$ cat src/rtl/pc_fetch_ctrl.sv
// Program counter and next-PC controller for the fetch unit.
// Selects jump, branch or sequential targets, traps misaligned targets and counts PC updates.
module pc_fetch_ctrl #(
  parameter logic [31:0] RESET_VECTOR = 32'h00000000,
  parameter int          COUNT_WIDTH  = 16
) (
  input  logic                   Clk,
  input  logic                   Reset,
  input  logic [31:0]            PCAddResult,
  input  logic                   BranchTaken,
  input  logic [31:0]            BranchTarget,
  input  logic                   Jump,
  input  logic [31:0]            JumpTarget,
  input  logic                   Stall,
  input  logic                   ImemReady,
  input  logic                   ErrClear,
  output logic [31:0]            PCResult,
  output logic                   FetchReq,
  output logic                   MisalignErr,
  output logic [COUNT_WIDTH-1:0] FetchCount,
  output logic [1:0]             State
);

  typedef enum logic [1:0] {
    ST_IDLE  = 2'b00,
    ST_FETCH = 2'b01,
    ST_ERROR = 2'b10
  } state_t;

  state_t                 state_r;
  logic [31:0]            pc_r;
  logic                   fetch_req_r;
  logic                   misalign_r;
  logic [COUNT_WIDTH-1:0] count_r;

  logic [31:0]            next_pc_s;
  logic                   take_s;

  function automatic logic is_word_aligned(input logic [31:0] addr);
    return (addr[1:0] == 2'b00);
  endfunction

  // Next-PC source select: Jump beats BranchTaken beats the sequential adder.
  always_comb begin
    next_pc_s = PCAddResult;
    take_s    = 1'b0;
    if (Jump) begin
      next_pc_s = JumpTarget;
      take_s    = 1'b1;
    end else if (BranchTaken) begin
      next_pc_s = BranchTarget;
      take_s    = 1'b1;
    end else begin
      next_pc_s = PCAddResult;
      take_s    = ImemReady;
    end
  end

  // Fetch FSM with PC, counter and Moore outputs all registered together.
  always_ff @(posedge Clk) begin
    if (Reset) begin
      state_r     <= ST_IDLE;
      pc_r        <= RESET_VECTOR;
      fetch_req_r <= 1'b0;
      misalign_r  <= 1'b0;
      count_r     <= {COUNT_WIDTH{1'b0}};
    end else begin
      case (state_r)
        ST_IDLE: begin
          state_r     <= ST_FETCH;
          fetch_req_r <= 1'b1;
        end
        ST_FETCH: begin
          // A redirect proceeds without ImemReady, abandoning the outstanding fetch.
          if (!Stall && take_s) begin
            if (is_word_aligned(next_pc_s)) begin
              pc_r    <= next_pc_s;
              count_r <= count_r + {{(COUNT_WIDTH-1){1'b0}}, 1'b1};
            end else begin
              state_r     <= ST_ERROR;
              fetch_req_r <= 1'b0;
              misalign_r  <= 1'b1;
            end
          end
        end
        ST_ERROR: begin
          if (ErrClear) begin
            state_r    <= ST_IDLE;
            pc_r       <= RESET_VECTOR;
            misalign_r <= 1'b0;
          end
        end
        default: begin
          state_r     <= ST_IDLE;
          pc_r        <= RESET_VECTOR;
          fetch_req_r <= 1'b0;
          misalign_r  <= 1'b0;
        end
      endcase
    end
  end

  assign PCResult    = pc_r;
  assign FetchReq    = fetch_req_r;
  assign MisalignErr = misalign_r;
  assign FetchCount  = count_r;
  assign State       = state_r;

endmodule

$ cat config.mk
export PLATFORM = sky130hd
export DESIGN_NAME = pc_fetch_ctrl
export DESIGN_NICKNAME = d
export VERILOG_FILES = /design/src/rtl/pc_fetch_ctrl.sv
export SDC_FILE = /design/constraint.sdc
export NUM_CORES = 1
export LEC_CHECK = 0
export ABC_AREA = 1
export CAP_MARGIN = 20
export CORE_MARGIN = 1.5
export CORE_UTILIZATION = 42
export DETAILED_ROUTE_END_ITERATION = 8
export PLACE_DENSITY = 0.82
export SETUP_SLACK_MARGIN = 0.05
export SLEW_MARGIN = 30
export SYNTH_ARGS = -nofsm -noshare
export SYNTH_HDL_FRONTEND = slang
export SYNTH_SLANG_ARGS = --single-unit
$ cat constraint.sdc
create_clock -name Clk -period 1.9 [get_ports Clk]
set_input_delay 0.285 -clock Clk [delete_from_list [all_inputs] [get_ports Clk]]
set_output_delay 0.285 -clock Clk [all_outputs]
set_load 0.01 [all_outputs]
==> summary.json <==
{
  "sta": {
    "period_utilization_post_route_pct": 86.87,
    "layout_setup_ws_ps": 249.5,
    "max_slew.worst_pin.slew_ps": 302.1,
    "max_transition_viols_final": 0,
    "final-hold-violation-count": 0,
    "fin_worst_hold_slack_ps": 446.1,
    "fmax_mhz": 605.9,
    "worst_slew_margin_relative_to_its_limit_pct": 79.79,
    "clock-skew-final_ps": 15.42,
    "fin_tns_setup_ps": 0,
    "setup-violations-final": 0,
    "period_needed_ps": 1651,
    "grt_setup_unrepaired": "no"
  },
  "worst_setup_path": {
    "rrSetupSlack_ps": 300,
    "setup.worst_path.start": "FetchCount[9]",
    "timing.critical_path.to_type": "output port",
    "r2r_end": "FetchCount[10]",
    "startpoint_type": "register",
    "crit-reg2reg-launch": "FetchCount[1]",
    "slowest_stage": "clkdlybuf4s50_1",
    "worst_path_largest_cell_delay_ps": 590,
    "timing.critical_path.cells": "clkdlybuf4s50_1",
    "worst_ep_required_time_ps": 1620,
    "depth_of_the_worst_register_to_register_path": 7,
    "critical_path_peak_fanout": 6,
    "timing.critical_path.buf_inv": 1,
    "critical_path_class": "register to output port",
    "path_delay_family": "buffers and inverters",
    "crit_arrival_ps": 1370
  },
  "place": {
    "dp.cells": 804,
    "number_of_buffers_added_on_ports": 154,
    "place_ws_ps": 76.06,
    "place.gp.congestion": 0.8338,
    "dpl-instance-area_um2": 4984,
    "dpl_wire_length_um": 7514
  },
  "routing": {
    "num_vias": 3910,
    "detail_route.wl_per_cell_um": 11.61,
    "drcViolationCount": 0,
    "drt_iter0_drc": 139,
    "vias_per_cell": 4.815,
    "wl_um": 9425,
    "drt_pass1_iterations": 6,
    "detail-route-antenna-nets": 0
  },
  "layout": {
    "finish.instance_area_um2": 5091,
    "layout_fillers": 680,
    "utilization_of_the_core_after_routing_pct": 66.57,
    "antenna-diode-count": 0,
    "regArea_um2": 1041,
    "area_delta_synth_final_pct": 55.60,
    "drive_gt1_share_pct": 5.915,
    "layoutNonFillerInstCount": 812,
    "multi_input_gate_area_in_the_final_layout_um2": 1882,
    "finalNetCount": 813
  },
  "logic_synthesis": {
    "main_combinational_cell_family_by_area_after_synthesis": "simple AND/OR/NAND/NOR gates",
    "synth-seq-cells": 52,
    "syn_nets": 662,
    "post_synthesis_average_cell_area_um2": 5.864,
    "synth_compound_gate_area_share_pct": 12.89,
    "synthMuxAreaShare_pct": 0,
    "synthesis.yosys.warnings": 0,
    "synth_simple_gate_area_share_pct": 42.37,
    "synthXorXnorAreaFrac_pct": 1.874,
    "synth.distinct_cells": 27,
    "synth.cell_area_um2": 3272,
    "yosysSeqAreaShare_pct": 31.82,
    "post_synth_inst_count": 558,
    "synth_fa_ha_area_share_pct": 0.3824
  },
  "floorplanning": {
    "die-width_um": 91.26,
    "initial_standard_cell_utilization_of_the_core_pct": 42.78,
    "design.die.area_um2": 8328,
    "fp.dieH_um": 91.26,
    "coreArea_um2": 7647,
    "floorplan.io_pins": 155,
    "row_count": 32
  },
  "clock_tree": {
    "cts_tree": "built",
    "clock_sinks": 52,
    "clk_transition_reported_paths_ps": 100,
    "cts_made_buffers": 5,
    "h-tree-depth": 2,
    "post_cts.resized_instances": 0,
    "ctsRootBufferMaster": "clkbuf_8",
    "post_cts.repair.setup_buffers": 0,
    "clockBufferDepth": 2,
    "count_of_hold_buffers_inserted_by_post_cts_repair": 0,
    "clk_latency_ps": 310
  },
  "power_and_ir_drop": {
    "vdd.ir_drop.worst_mv": 0.4508,
    "total_power_mw": 3.547,
    "total_leakage_power_nw": 2.116,
    "power-per-cell-area_nw_per_um2": 696.7
  },
  "global_route": {
    "grt.total_usage_pct": 22.82,
    "antenna_found_initial": 0,
    "maximum_number_of_pins_on_one_net_before_global_route_repair": 41,
    "grt_first_pass_wirelength_um": 15800,
    "grt_pass1_vias": 3573,
    "grt_overflow": 0
  },
  "worst_hold_path": {
    "hold_path_startpoint": "PCResult[0]",
    "holdCritPathClass": "register to register",
    "worstHoldEndpoint": "PCResult[0]",
    "worst_hold_path.num_cells": 2
  },
  "outcome": {
    "status": "finished clean"
  },
  "run": {
    "drv.max_cap_violation_count": 0
  }
}
how the worst max path moves through the flow:
| stage | to | cells past startpoint |
|---|---|---|
| 6_report | FetchCount[9] | 1 |
| 5_1_grt | FetchCount[10] | 8 |
| 4_1_cts | FetchCount[9] | 1 |
| 3_5_place_dp | PCResult[22] | 9 |
| 3_3_place_gp | PCResult[24] | 9 |
| 2_1_floorplan | FetchCount[10] | 7 |
per-layer routing:
metal	GRT usage, %	vias up	wire length [um]
met2	41.29	145	4786
met3	5.025	13	603
met4	6.641	0	150
met5	0	-	0
met1	26.70	1689	3884
li1	-	2063	-
logic make-up after synthesis:
group | after synthesis
flops | 52
fa+ha+maj | 1
buf+inv | 84
simple gates | 333
xor+xnor | 7
compound gates | 81
report_power, final:
| group | internal (mW) | switching, mW | total (mW) |
|---|---|---|---|
| logic | 0.757 | 0.711 | 1.47 |
| registers | 1.24 | 0.0866 | 1.33 |
| clock network | 0.392 | 0.359 | 0.751 |
placed cells by master (no fill, tap or decap):
cell / Yosys / layout
buf_2: 6 / 1
xor2_1: 5 / 5
buf_4: 1 / 23
clkinv_1: 1 / 1
o31ai_1: 1 / 1
a21oi_4: 1 / 1
clkbuf_8: 0 / 5
a21boi_0: 1 / 1
inv_2: 4 / 4
nand2_1: 133 / 133
nand4_1: 36 / 36
nand3b_2: 1 / 1
o21ai_1: 14 / 14
clkinv_2: 0 / 1
nor2_4: 2 / 2
a21oi_1: 16 / 16
xnor2_1: 2 / 2
ha_1: 1 / 1
inv_1: 44 / 44
nor2_1: 146 / 146
dfxtp_1: 52 / 52
buf_12: 0 / 2
and2_1: 1 / 1
clkdlybuf4s50_1: 0 / 153
nand3b_1: 1 / 1
o21ai_0: 48 / 48
clkbuf_1: 24 / 1
bufinv_16: 0 / 1
nand3_1: 12 / 12
nand2_2: 1 / 1
worst reg2reg max path: cells and delay by family, from the launching register on:
family          cells  cell delay (ps)
compound gates      1              180
fa+ha+maj           1              210
flops               1              400
simple gates        5              720
synthesized netlist by cell type, drive strengths merged:
master | instances | area (um^2)
inv | 48 | 180.2
clkinv | 1 | 3.750
buf | 11 | 75.07
o31ai | 1 | 7.510
xor2 | 5 | 43.79
xnor2 | 2 | 17.52
nor2 | 148 | 570.6
nand4 | 36 | 225.2
and2 | 1 | 6.260
nand3b | 2 | 18.77
ha | 1 | 12.51
clkbuf | 24 | 90.09
nand3 | 12 | 60.06
dfxtp | 52 | 1041
a21oi | 17 | 96.35
nand2 | 134 | 505.5
o21ai | 62 | 310.3
a21boi | 1 | 7.510
area by class of cell:
| cell class | instances | share of cell area [%] |
|---|---|---|
| multi-input combinational | 422 | 36.96 |
| timing repair buffer | 179 | 34.36 |
| sequential | 52 | 20.45 |
| inverter | 49 | 3.613 |
| tap | 102 | 2.507 |
| clock buffer | 6 | 1.425 |
| clock inverter | 2 | 0.6881 |
flip-flops by register name (all words and copies together) (netlist names):
name and count:
MisalignErr 1, PCResult 32, FetchReq 1, State 2, FetchCount 16
Note: power is estimated with default switching activity, not from simulation.
